===== src/rtl/alu_pkg.sv =====
// alu_pkg: ALU control codes, funct/ALUOp constants and mult/div FSM states
package alu_pkg;
   localparam logic [3:0] CTRL_AND  = 4'b0000;
   localparam logic [3:0] CTRL_OR   = 4'b0001;
   localparam logic [3:0] CTRL_ADD  = 4'b0010;
   localparam logic [3:0] CTRL_XOR  = 4'b0011;
   localparam logic [3:0] CTRL_SUB  = 4'b0110;
   localparam logic [3:0] CTRL_SLT  = 4'b0111;
   localparam logic [3:0] CTRL_SLTU = 4'b1011;
   localparam logic [3:0] CTRL_NOR  = 4'b1100;
   localparam logic [3:0] CTRL_SLL  = 4'b1000;
   localparam logic [3:0] CTRL_SRL  = 4'b1001;
   localparam logic [3:0] CTRL_SRA  = 4'b1010;
   localparam logic [5:0] F_ADD   = 6'b100000;
   localparam logic [5:0] F_ADDU  = 6'b100001;
   localparam logic [5:0] F_SUB   = 6'b100010;
   localparam logic [5:0] F_SUBU  = 6'b100011;
   localparam logic [5:0] F_AND   = 6'b100100;
   localparam logic [5:0] F_OR    = 6'b100101;
   localparam logic [5:0] F_XOR   = 6'b100110;
   localparam logic [5:0] F_NOR   = 6'b100111;
   localparam logic [5:0] F_SLT   = 6'b101010;
   localparam logic [5:0] F_SLTU  = 6'b101011;
   localparam logic [5:0] F_SLL   = 6'b000000;
   localparam logic [5:0] F_SRL   = 6'b000010;
   localparam logic [5:0] F_SRA   = 6'b000011;
   localparam logic [5:0] F_MFHI  = 6'b010000;
   localparam logic [5:0] F_MFLO  = 6'b010010;
   localparam logic [5:0] F_MULT  = 6'b011000;
   localparam logic [5:0] F_MULTU = 6'b011001;
   localparam logic [5:0] F_DIV   = 6'b011010;
   localparam logic [5:0] F_DIVU  = 6'b011011;
   localparam logic [1:0] AOP_ADD   = 2'b00;
   localparam logic [1:0] AOP_SUB   = 2'b01;
   localparam logic [1:0] AOP_RTYPE = 2'b10;
   localparam logic [1:0] AOP_OR    = 2'b11;
   typedef enum logic [1:0] {IDLE, MUL, DIV} md_state_e;
endpackage


===== src/rtl/ex_alu_muldiv_if.sv =====
// ex_alu_muldiv_if: EX-stage op/result bundle; ovf_o exists only with ALU_OVF_DETECT_EN
interface ex_alu_muldiv_if #(parameter int WIDTH = 32, parameter int SHAMT_W = 5);
   logic               valid_i;
   logic               flush_i;
   logic [1:0]         alu_op_i;
   logic [5:0]         funct_i;
   logic [SHAMT_W-1:0] shamt_i;
   logic [WIDTH-1:0]   src_a_i;
   logic [WIDTH-1:0]   src_b_i;
   logic [WIDTH-1:0]   result_o;
   logic               result_vld_o;
   logic               zero_o;
   logic               stall_o;
   logic               div_zero_o;
`ifdef ALU_OVF_DETECT_EN
   logic               ovf_o;
`endif
   modport master (
`ifdef ALU_OVF_DETECT_EN
      input ovf_o,
`endif
      output valid_i, flush_i, alu_op_i, funct_i, shamt_i, src_a_i, src_b_i,
      input result_o, result_vld_o, zero_o, stall_o, div_zero_o
   );
   modport slave (
`ifdef ALU_OVF_DETECT_EN
      output ovf_o,
`endif
      input valid_i, flush_i, alu_op_i, funct_i, shamt_i, src_a_i, src_b_i,
      output result_o, result_vld_o, zero_o, stall_o, div_zero_o
   );
endinterface


===== src/rtl/muldiv_iter.sv =====
// muldiv_iter: 1 bit/cycle shift-add multiply and restoring divide into HI/LO
module muldiv_iter
   import alu_pkg::*;
#(
   parameter int WIDTH = 32,
   parameter int CW    = 5
) (
   input  logic             clk,
   input  logic             rst_n,
   input  logic             start,
   input  logic             is_div,
   input  logic             is_signed,
   input  logic [WIDTH-1:0] a,
   input  logic [WIDTH-1:0] b,
   input  logic             flush,
   output logic             busy,
   output logic [WIDTH-1:0] hi,
   output logic [WIDTH-1:0] lo,
   output logic             div_zero
);
   md_state_e state, state_n;
   logic [CW-1:0] cnt;
   logic [2*WIDTH-1:0] x, acc, acc_n, prod, x_div;
   logic [WIDTH-1:0] y, mag_a, mag_b, q_f, r_f;
   logic [WIDTH:0] top, diff;
   logic neg_q, neg_r, dz, last, ge;
   assign busy = state != IDLE;
   assign dz = is_div && b == '0;
   assign last = cnt == CW'(WIDTH - 1);
   // state register
   always_ff @(posedge clk or negedge rst_n) begin
      if (!rst_n) state <= IDLE;
      else state <= state_n;
   end
   // next state: flush aborts, divide-by-zero never leaves IDLE
   always_comb begin
      state_n = state;
      state_n = flush ? IDLE :
                state == IDLE ? ((start && !dz) ? (is_div ? DIV : MUL) : IDLE) :
                last ? IDLE : state;
   end
   // one multiply step, one restoring-divide step and final sign fix-ups
   always_comb begin
      mag_a = (is_signed && a[WIDTH-1]) ? -a : a;
      mag_b = (is_signed && b[WIDTH-1]) ? -b : b;
      acc_n = acc + (y[0] ? x : '0);
      prod  = neg_q ? -acc_n : acc_n;
      top   = {x[2*WIDTH-1:WIDTH], x[WIDTH-1]};
      diff  = top - {1'b0, y};
      ge    = !diff[WIDTH];
      x_div = {ge ? diff[WIDTH-1:0] : top[WIDTH-1:0], x[WIDTH-2:0], ge};
      q_f   = neg_q ? -x_div[WIDTH-1:0] : x_div[WIDTH-1:0];
      r_f   = neg_r ? -x_div[2*WIDTH-1:WIDTH] : x_div[2*WIDTH-1:WIDTH];
   end
   // operand/partial registers and HI/LO; HI/LO change only on completion or divide-by-zero
   always_ff @(posedge clk or negedge rst_n) begin
      if (!rst_n) begin
         x <= '0;
         y <= '0;
         acc <= '0;
         neg_q <= 1'b0;
         neg_r <= 1'b0;
         cnt <= '0;
         hi <= '0;
         lo <= '0;
         div_zero <= 1'b0;
      end else begin
         div_zero <= start && dz && !flush;
         if (flush) cnt <= '0;
         else if (state == IDLE) begin
            cnt <= '0;
            if (start && dz) begin
               hi <= a;
               lo <= '1;
            end else if (start) begin
               x <= {{WIDTH{1'b0}}, mag_a};
               y <= mag_b;
               acc <= '0;
               neg_q <= is_signed && (a[WIDTH-1] ^ b[WIDTH-1]);
               neg_r <= is_signed && a[WIDTH-1];
            end
         end else begin
            cnt <= cnt + 1'b1;
            if (state == MUL) begin
               acc <= acc_n;
               x <= x << 1;
               y <= y >> 1;
               if (last) {hi, lo} <= prod;
            end else begin
               x <= x_div;
               if (last) begin
                  hi <= r_f;
                  lo <= q_f;
               end
            end
         end
      end
   end
endmodule


===== src/rtl/ex_alu_muldiv.sv =====
// ex_alu_muldiv: EX-stage decode, ALU with registered result, HI/LO mult/div and stall (optional ALU_OVF_DETECT_EN)
module ex_alu_muldiv
   import alu_pkg::*;
#(
   parameter int WIDTH   = 32,
   parameter int SHAMT_W = 5
) (
   input logic clk,
   input logic rst_n,
   ex_alu_muldiv_if.slave bus
);
   logic [3:0] ctrl;
   logic is_mfhi, is_mflo, is_md, accept, busy;
   logic [WIDTH-1:0] a, b, alu_y, y, hi, lo;
   assign a = bus.src_a_i;
   assign b = bus.src_b_i;
   assign bus.stall_o = bus.valid_i && busy && (is_mfhi || is_mflo || is_md);
   assign accept = bus.valid_i && !bus.stall_o && !bus.flush_i;
   // ALUOp/funct decode
   always_comb begin
      ctrl = CTRL_AND;
      is_mfhi = 1'b0;
      is_mflo = 1'b0;
      is_md = 1'b0;
      case (bus.alu_op_i)
         AOP_ADD: ctrl = CTRL_ADD;
         AOP_SUB: ctrl = CTRL_SUB;
         AOP_OR:  ctrl = CTRL_OR;
         default:
            case (bus.funct_i)
               F_ADD, F_ADDU: ctrl = CTRL_ADD;
               F_SUB, F_SUBU: ctrl = CTRL_SUB;
               F_OR:   ctrl = CTRL_OR;
               F_XOR:  ctrl = CTRL_XOR;
               F_NOR:  ctrl = CTRL_NOR;
               F_SLT:  ctrl = CTRL_SLT;
               F_SLTU: ctrl = CTRL_SLTU;
               F_SLL:  ctrl = CTRL_SLL;
               F_SRL:  ctrl = CTRL_SRL;
               F_SRA:  ctrl = CTRL_SRA;
               F_MFHI: is_mfhi = 1'b1;
               F_MFLO: is_mflo = 1'b1;
               F_MULT, F_MULTU, F_DIV, F_DIVU: is_md = 1'b1;
               default: ctrl = CTRL_AND;
            endcase
      endcase
   end
   // single-cycle ALU; mfhi/mflo read HI/LO directly
   always_comb begin
      case (ctrl)
         CTRL_OR:   alu_y = a | b;
         CTRL_ADD:  alu_y = a + b;
         CTRL_XOR:  alu_y = a ^ b;
         CTRL_SUB:  alu_y = a - b;
         CTRL_SLT:  alu_y = {{(WIDTH-1){1'b0}}, $signed(a) < $signed(b)};
         CTRL_SLTU: alu_y = {{(WIDTH-1){1'b0}}, a < b};
         CTRL_NOR:  alu_y = ~(a | b);
         CTRL_SLL:  alu_y = b << bus.shamt_i;
         CTRL_SRL:  alu_y = b >> bus.shamt_i;
         CTRL_SRA:  alu_y = $signed(b) >>> bus.shamt_i;
         default:   alu_y = a & b;
      endcase
      y = is_mfhi ? hi : is_mflo ? lo : alu_y;
   end
   // result register; mult/div issue produces no result
   always_ff @(posedge clk or negedge rst_n) begin
      if (!rst_n) begin
         bus.result_o <= '0;
         bus.result_vld_o <= 1'b0;
         bus.zero_o <= 1'b0;
      end else begin
         bus.result_vld_o <= accept && !is_md;
         if (accept && !is_md) begin
            bus.result_o <= y;
            bus.zero_o <= y == '0;
         end
      end
   end
`ifdef ALU_OVF_DETECT_EN
   logic ovf_chk, ovf_n;
   // signed overflow for add/sub variants that trap; addu/subu excluded
   always_comb begin
      ovf_chk = bus.alu_op_i == AOP_ADD || bus.alu_op_i == AOP_SUB ||
                (bus.alu_op_i == AOP_RTYPE && (bus.funct_i == F_ADD || bus.funct_i == F_SUB));
      ovf_n = ctrl == CTRL_ADD ? (a[WIDTH-1] == b[WIDTH-1]) && (alu_y[WIDTH-1] != a[WIDTH-1]) :
              ctrl == CTRL_SUB ? (a[WIDTH-1] != b[WIDTH-1]) && (alu_y[WIDTH-1] != a[WIDTH-1]) : 1'b0;
   end
   // overflow flag registered alongside the result
   always_ff @(posedge clk or negedge rst_n) begin
      if (!rst_n) bus.ovf_o <= 1'b0;
      else if (accept && !is_md) bus.ovf_o <= ovf_chk && ovf_n;
   end
`endif
   muldiv_iter #(.WIDTH(WIDTH), .CW(SHAMT_W)) u_md (
      .clk       (clk),
      .rst_n     (rst_n),
      .start     (accept && is_md),
      .is_div    (bus.funct_i[1]),
      .is_signed (!bus.funct_i[0]),
      .a         (a),
      .b         (b),
      .flush     (bus.flush_i),
      .busy      (busy),
      .hi        (hi),
      .lo        (lo),
      .div_zero  (bus.div_zero_o)
   );
endmodule


===== src/flat_wrapper.sv =====
// flat-port wrapper written by rule: the top's interface ports become plain ports
module ex_alu_muldiv_flat import alu_pkg::*;
#(
   parameter int WIDTH   = 32,
   parameter int SHAMT_W = 5
)
  (clk, rst_n, bus_valid_i, bus_flush_i, bus_alu_op_i, bus_funct_i, bus_shamt_i, bus_src_a_i, bus_src_b_i, bus_result_o, bus_result_vld_o, bus_zero_o, bus_stall_o, bus_div_zero_o);
  ex_alu_muldiv_if #(.WIDTH(WIDTH), .SHAMT_W(SHAMT_W)) bus_i ();
  input logic clk;
  input logic rst_n;
  input wire logic [$bits(bus_i.valid_i)-1:0] bus_valid_i;
  input wire logic [$bits(bus_i.flush_i)-1:0] bus_flush_i;
  input wire logic [$bits(bus_i.alu_op_i)-1:0] bus_alu_op_i;
  input wire logic [$bits(bus_i.funct_i)-1:0] bus_funct_i;
  input wire logic [$bits(bus_i.shamt_i)-1:0] bus_shamt_i;
  input wire logic [$bits(bus_i.src_a_i)-1:0] bus_src_a_i;
  input wire logic [$bits(bus_i.src_b_i)-1:0] bus_src_b_i;
  output wire logic [$bits(bus_i.result_o)-1:0] bus_result_o;
  output wire logic [$bits(bus_i.result_vld_o)-1:0] bus_result_vld_o;
  output wire logic [$bits(bus_i.zero_o)-1:0] bus_zero_o;
  output wire logic [$bits(bus_i.stall_o)-1:0] bus_stall_o;
  output wire logic [$bits(bus_i.div_zero_o)-1:0] bus_div_zero_o;
  assign bus_i.valid_i = bus_valid_i;
  assign bus_i.flush_i = bus_flush_i;
  assign bus_i.alu_op_i = bus_alu_op_i;
  assign bus_i.funct_i = bus_funct_i;
  assign bus_i.shamt_i = bus_shamt_i;
  assign bus_i.src_a_i = bus_src_a_i;
  assign bus_i.src_b_i = bus_src_b_i;
  assign bus_result_o = bus_i.result_o;
  assign bus_result_vld_o = bus_i.result_vld_o;
  assign bus_zero_o = bus_i.zero_o;
  assign bus_stall_o = bus_i.stall_o;
  assign bus_div_zero_o = bus_i.div_zero_o;
  ex_alu_muldiv #(.WIDTH(WIDTH), .SHAMT_W(SHAMT_W)) u_core (.clk(clk), .rst_n(rst_n), .bus(bus_i));
endmodule

===== config.mk =====
export PLATFORM = sky130hd
export DESIGN_NAME = ex_alu_muldiv_flat
export DESIGN_NICKNAME = d
export VERILOG_FILES = /design/src/rtl/alu_pkg.sv /design/src/rtl/ex_alu_muldiv_if.sv /design/src/rtl/muldiv_iter.sv /design/src/rtl/ex_alu_muldiv.sv /design/src/flat_wrapper.sv
export SDC_FILE = /design/constraint.sdc
export NUM_CORES = 2
export LEC_CHECK = 0
export ABC_AREA = 1
export CELL_PAD_IN_SITES_DETAIL_PLACEMENT = 0
export CELL_PAD_IN_SITES_GLOBAL_PLACEMENT = 2
export CORE_MARGIN = 4
export CORE_UTILIZATION = 36
export CTS_BUF_LIST = sky130_fd_sc_hd__clkbuf_16
export CTS_CLUSTER_SIZE = 40
export DETAILED_ROUTE_END_ITERATION = 6
export GPL_TIMING_DRIVEN = 1
export PLACE_DENSITY = 0.95
export SLEW_MARGIN = 25
export SYNTH_ARGS = -nofsm -noshare
export SYNTH_HDL_FRONTEND = slang
export SYNTH_SLANG_ARGS = --single-unit

===== constraint.sdc =====
create_clock -name clk -period 9.46 [get_ports clk]
set_input_delay 1.892 -clock clk [delete_from_list [all_inputs] [get_ports clk]]
set_output_delay 1.892 -clock clk [all_outputs]
set_load 0.02 [all_outputs]

Word-level counts from Yosys, hierarchy flattened
Index checks and enable logic that the tools add are counted.
{"block": "word_totals", "romBits": 0, "wordCells": 154, "reg_bits": 268, "out_inout_bits": 36, "inputBits": 81, "mem_count": 0, "ramBits": 0, "latch_bits": 0}
{"block": "classes", "addsub": 10, "n_eq_ne": 34, "mux": 47, "n_div": 0, "n_bitwise": 7, "n_reduce_logical": 38, "order_cmp": 2, "shift": 3, "multipliers": 0}
{"op": "two-way mux 32 bit", "n": 21}
{"op": "two-way mux 64 bit", "n": 10}
{"op": "one-hot mux 32 bit (10 select lines)", "n": 1}
{"op": "negation 32 bit", "n": 4}
{"op": "adder 64 bit", "n": 1}
{"op": "zero test 32 bit", "n": 2}
{"op": "less-than comparator 32 bit", "n": 2}
{"op": "negation 64 bit", "n": 1}
{"op": "equality test 6 bit, second input constant", "n": 9}
{"op": "one-hot mux 4 bit (10 select lines)", "n": 1}
{"op": "equality test 6 x 5 -> 1 bit, second input constant", "n": 6}
{"op": "subtractor 33 x 32 -> 33 bit", "n": 1}
{"op": "adder 32 bit", "n": 1}
{"op": "bitwise AND 32 bit", "n": 1}
{"op": "NOT 32 bit", "n": 1}
{"op": "OR 32 bit", "n": 1}
{"op": "left shift 32 x 5 -> 32 bit", "n": 1}
{"op": ">> shifter 32 x 5 -> 32 bit", "n": 1}
{"op": ">>> shifter 32 x 5 -> 32 bit", "n": 1}
{"op": "subtractor 32 bit", "n": 1}
{"op": "XOR 32 bit", "n": 1}
{"op": "equality test 4 bit, second input constant", "n": 5}
{"op": "logical AND 1 bit", "n": 13}
{"op": "equality test 6 x 2 -> 1 bit, second input constant", "n": 2}
{"op": "other kinds (25)", "n": 53}

Logic depth before layout (Yosys ltp)
{"block": "logic_depth", "word_depth": 14, "depth_mapped": 31, "depth_no_buf": 29}

By module
A second synthesis with hierarchy kept.
{"block": "unflattened", "cells_unflattened": 7219, "area_unflattened_um2": 38775.9}
{"mod": "muldiv_iter", "instances": 1, "area_per_inst_um2": 25195.4, "cells_each": 4438, "seq_area_each_um2": 5855.6}
{"mod": "ex_alu_muldiv", "instances": 1, "area_per_inst_um2": 13580.5, "cells_each": 2781, "seq_area_each_um2": 850.8}

Worst setup path before layout
OpenSTA, ideal clock, no wires.
{"block": "synth_timing", "path_type": "input to output", "from": "input bus_funct_i[3]", "to": "output bus_stall_o", "cell_stages": 5, "setup_slack_ns": 4.691, "path_buffers": 0, "arrival_ns": 2.877, "required_time_ns": 7.568, "path_cell_list": "nor2_1 inv_1 nor2_1 nand2_2 a31oi_1"}
{"block": "synth_between", "elab_chain_cells": 6, "word_cells_on_any_way": 16, "classes_between": "eq/ne (6); mux (6); reduce/logical (4)"}
{"item": "from (decl)", "line_no": "flat_wrapper.sv:14", "source": "input wire logic [$bits(bus_i.funct_i)-1:0] bus_funct_i;"}
{"item": "equality test 6 x 5 -> 1 bit", "line_no": "ex_alu_muldiv.sv:30", "source": "case (bus.funct_i)"}
{"item": "OR reduction 4 bit or two-way mux 1 bit (tied branches)", "line_no": "ex_alu_muldiv.sv:30"}
{"item": "two-way mux 1 bit (on tied branches)", "line_no": "ex_alu_muldiv.sv:30, ex_alu_muldiv.sv:25"}
{"item": "two-way mux 1 bit or logical OR 1 bit (tied branches)", "line_no": "ex_alu_muldiv.sv:25, ex_alu_muldiv.sv:17"}
{"item": "logical OR 1 bit (*)", "line_no": "ex_alu_muldiv.sv:17", "source": "assign bus.stall_o = bus.valid_i && busy && (is_mfhi || is_mflo || is_md);"}
{"item": "logical AND 1 bit (*)", "line_no": "ex_alu_muldiv.sv:17"}
{"item": "to (decl)", "line_no": "flat_wrapper.sv:21", "source": "output wire logic [$bits(bus_i.stall_o)-1:0] bus_stall_o;"}
Mark *: on every way between the ends. The rest lies on a longest branch, timed or not.

Worst setup path in the final report
{"block": "layout_timing", "from": "input bus_funct_i[0]", "to": "output bus_stall_o"}
The elaborated chain is that of the path after synthesis.

==> qor.yml <==
cp_top_family: "buffers and inverters"
drt_iter0_markers: 5104
cpMostUsedCell: "clkdlybuf4s50_1"
synth_top_cell_by_area: "nand2_1"
path_cells: "clkdlybuf4s50_1 -> inv_1 -> nand2_1 -> nor2_1 -> nand2_2 -> buf_4 -> a31oi_1 -> clkdlybuf4s50_1"
wl_per_cell_um: 24.7
cts_buffers: 34
io_pins: 117
nets: 7339
hold_path_depth: 1
required_ns: 7.57
fill_cells: 12143
ys_ff_latch: 268
yosysSeqAreaShare_pct: 17.6
io_buffers: 116
grt_overflow: 0
finalSetupViolCount: 0
min_path_type: "flip-flop to flip-flop"
setup_tns_ns: 0
cts-root-buf: "clkbuf_16"
area_growth_pct: 8.95
path_class: "input pin to primary output"
cpPeakStageDelay_ns: 0.83
rsz0062_at_grt: "no"
setup_ws_ns: 2.92
ir_worst_vdd_uv: 107
maxCapViolCount: 0
rows: 119
tightest_slew_ns: 1.12
worstSetupPathDepth: 8
path_max_fanout: 54
crit_arrival_ns: 4.65
fin_crit_sh_pct: 69.2
core-area_mm2: 0.105
hold_viol_final: 0
grt_pass1_vias: 44566
place.gp.congestion: 1.05
power_leakage_nw: 22.1
max-clock-path-buffers: 3
antenna_found_initial: 3
cts_setup_buffers: 0
synthArstFlopShare_pct: 100
stdcell_area_mm2: 0.0416
ys_types: 56
htreeDepth: 2
grt_max_degree: 144
status: "finished clean"
synthTopCellsByArea: "nand2_1 (24%), dfrtp_1 (18%), nand3_1 (10%)"
synth_cells: 7087
vias: 47446
viasPerCell: 5.60
fmax_mhz: 153
syn-cell-area_mm2: 0.0382
grtUsageTotal_pct: 36.1
synth-edff-count: 0
start_kind: "input pin"
cts_hold_buffers: 0
pre_cts_ws_ns: 2.89
reg2reg_depth: 26
fp.dieH_um: 334
synth_top_area_share_pct: 23.7
ant_nets: 0
syn-mean-instance-area_um2: 5.38
endpoint_kind: "primary output"
initial_utilization_pct: 36.2
drc: 0
routed_wl_um: 210000
dr.pass1.iters: 6
yosysMostFrequentCell: "nand2_1"
grt_pass1_wl_um: 300000
cts_resized: 0
yosysWarnings: 0
fin_crit_ns: 6.54
worst-path-buf-inv: 4
synth_ff_type: "dfrtp_1"
final-max-slew-violation-count: 0
fp.dieW_um: 334
total_power_w: 0.00684
cts_tree: "done"
clock_latency_ns: 0.57
place_area_mm2: 0.0405
place_hpwl_um: 170000
maxSlewHeadroom_pct: 25.3
fin_util_pct: 39.5
finalClockSkew_ns: 0.0207
fp.dieArea_mm2: 0.111
slowest_stage: "clkdlybuf4s50_1"
r2r_setup_slack_ns: 3.94
path_clk_slew_ns: 0.06
synth_nets: 7374
synth_common_cells: "nand2_1 (2406), inv_1 (917), nor2_1 (810), nand3_1 (800), o21ai_0 (452)"
drive_gt1_share_pct: 3.99
p_per_area_mw_per_mm2: 165
clock_sinks: 268
cell type report:
cell class | instances | area [µm²] | area share (%)
Antenna cell | 3 | 7.51 | 0.0181
Clock buffer | 35 | 876 | 2.11
Clock inverter | 24 | 148 | 0.355
Inverter | 948 | 3560 | 8.56
Multi-Input combinational cell | 5614 | 26800 | 64.6
Sequential cell | 268 | 6710 | 16.1
Tap cell | 1391 | 1740 | 4.19
Timing Repair Buffer | 186 | 1680 | 4.05
worst paths after layout:
path | start | endpoint
max in group asynchronous | rst_n | u_core.u_md.acc[57]
setup / recovery | bus_funct_i[0] | bus_stall_o
setup reg to reg | u_core.u_md.x[31] | u_core.u_md.lo[30]
hold / removal | u_core.u_md.cnt[0] | u_core.u_md.cnt[0]
hold reg to reg | u_core.u_md.cnt[0] | u_core.u_md.cnt[0]
min in group asynchronous | rst_n | u_core.u_md.acc[8]
power by group:
group,switching (W),internal [W]
Clock,0.000585,0.000700
Combinational,0.00296,0.00114
Sequential,0.000167,0.00129
Total,0.00371,0.00313
worst register-to-register path, delay by kind of cell, from the launching register on:
family                     cells  cell delay, ns
buffers and inverters          2            0.22
adders and majority gates      3            0.90
DFF                            1            0.45
and+or+nand+nor               15            2.68
AOI/OAI and AO/OA              6            1.17
cell families after synthesis:
kind of cell,synth area share (%)
XOR/XNOR,1.03
AO/OA/AOI/OAI,14.6
flip-flops,17.6
adder cells (fa/ha/maj),6.83
buffers and inverters,12.2
AND/OR/NAND/NOR,47.7
sequential cells by signal, summed over array words and instances, names as in the netlist, 2 cells and up:
signal,count
u_core.u_md.state,2
u_core.u_md.hi,32
u_core.u_md.x,64
u_core.bus.result_o,32
u_core.u_md.acc,64
u_core.u_md.y,32
u_core.u_md.cnt,5
u_core.u_md.lo,32
per-layer routing:
layer | vias up | track usage [%] | wire [µm]
met5 | - | 0 | 12
met2 | 2026 | 58.2 | 93300
met4 | 2 | 24.1 | 17200
met3 | 445 | 3.74 | 13400
met1 | 22307 | 45.8 | 85600
li1 | 22666 | - | -
through the flow:
step	cells	hold WS [ns]
2_1_floorplan	7087	0.433
3_3_place_gp	8407	0.453
3_5_place_dp	8407	0.460
4_1_cts	8466	0.467
5_1_grt	8468	0.483
6_report	8469	0.465
cell usage in the layout, fill, tap and decap left out, drive strengths merged, types with 26 or more instances in the layout:
cell type      netlist  routed
nor2               840     840
nand3              811     811
o31ai               26      26
inv                939     950
nor3                75      75
dfrtp              268     268
a21oi              329     329
clkdlybuf4s50        0     111
o21ai              489     489
nand4               85      85
nand2             2456    2456
ha                 202     202
o22ai               38      38
clkbuf             157      35
buf                100      75
xor2                38      38
nand3b              32      32
(Power assumes the default switching activity.)
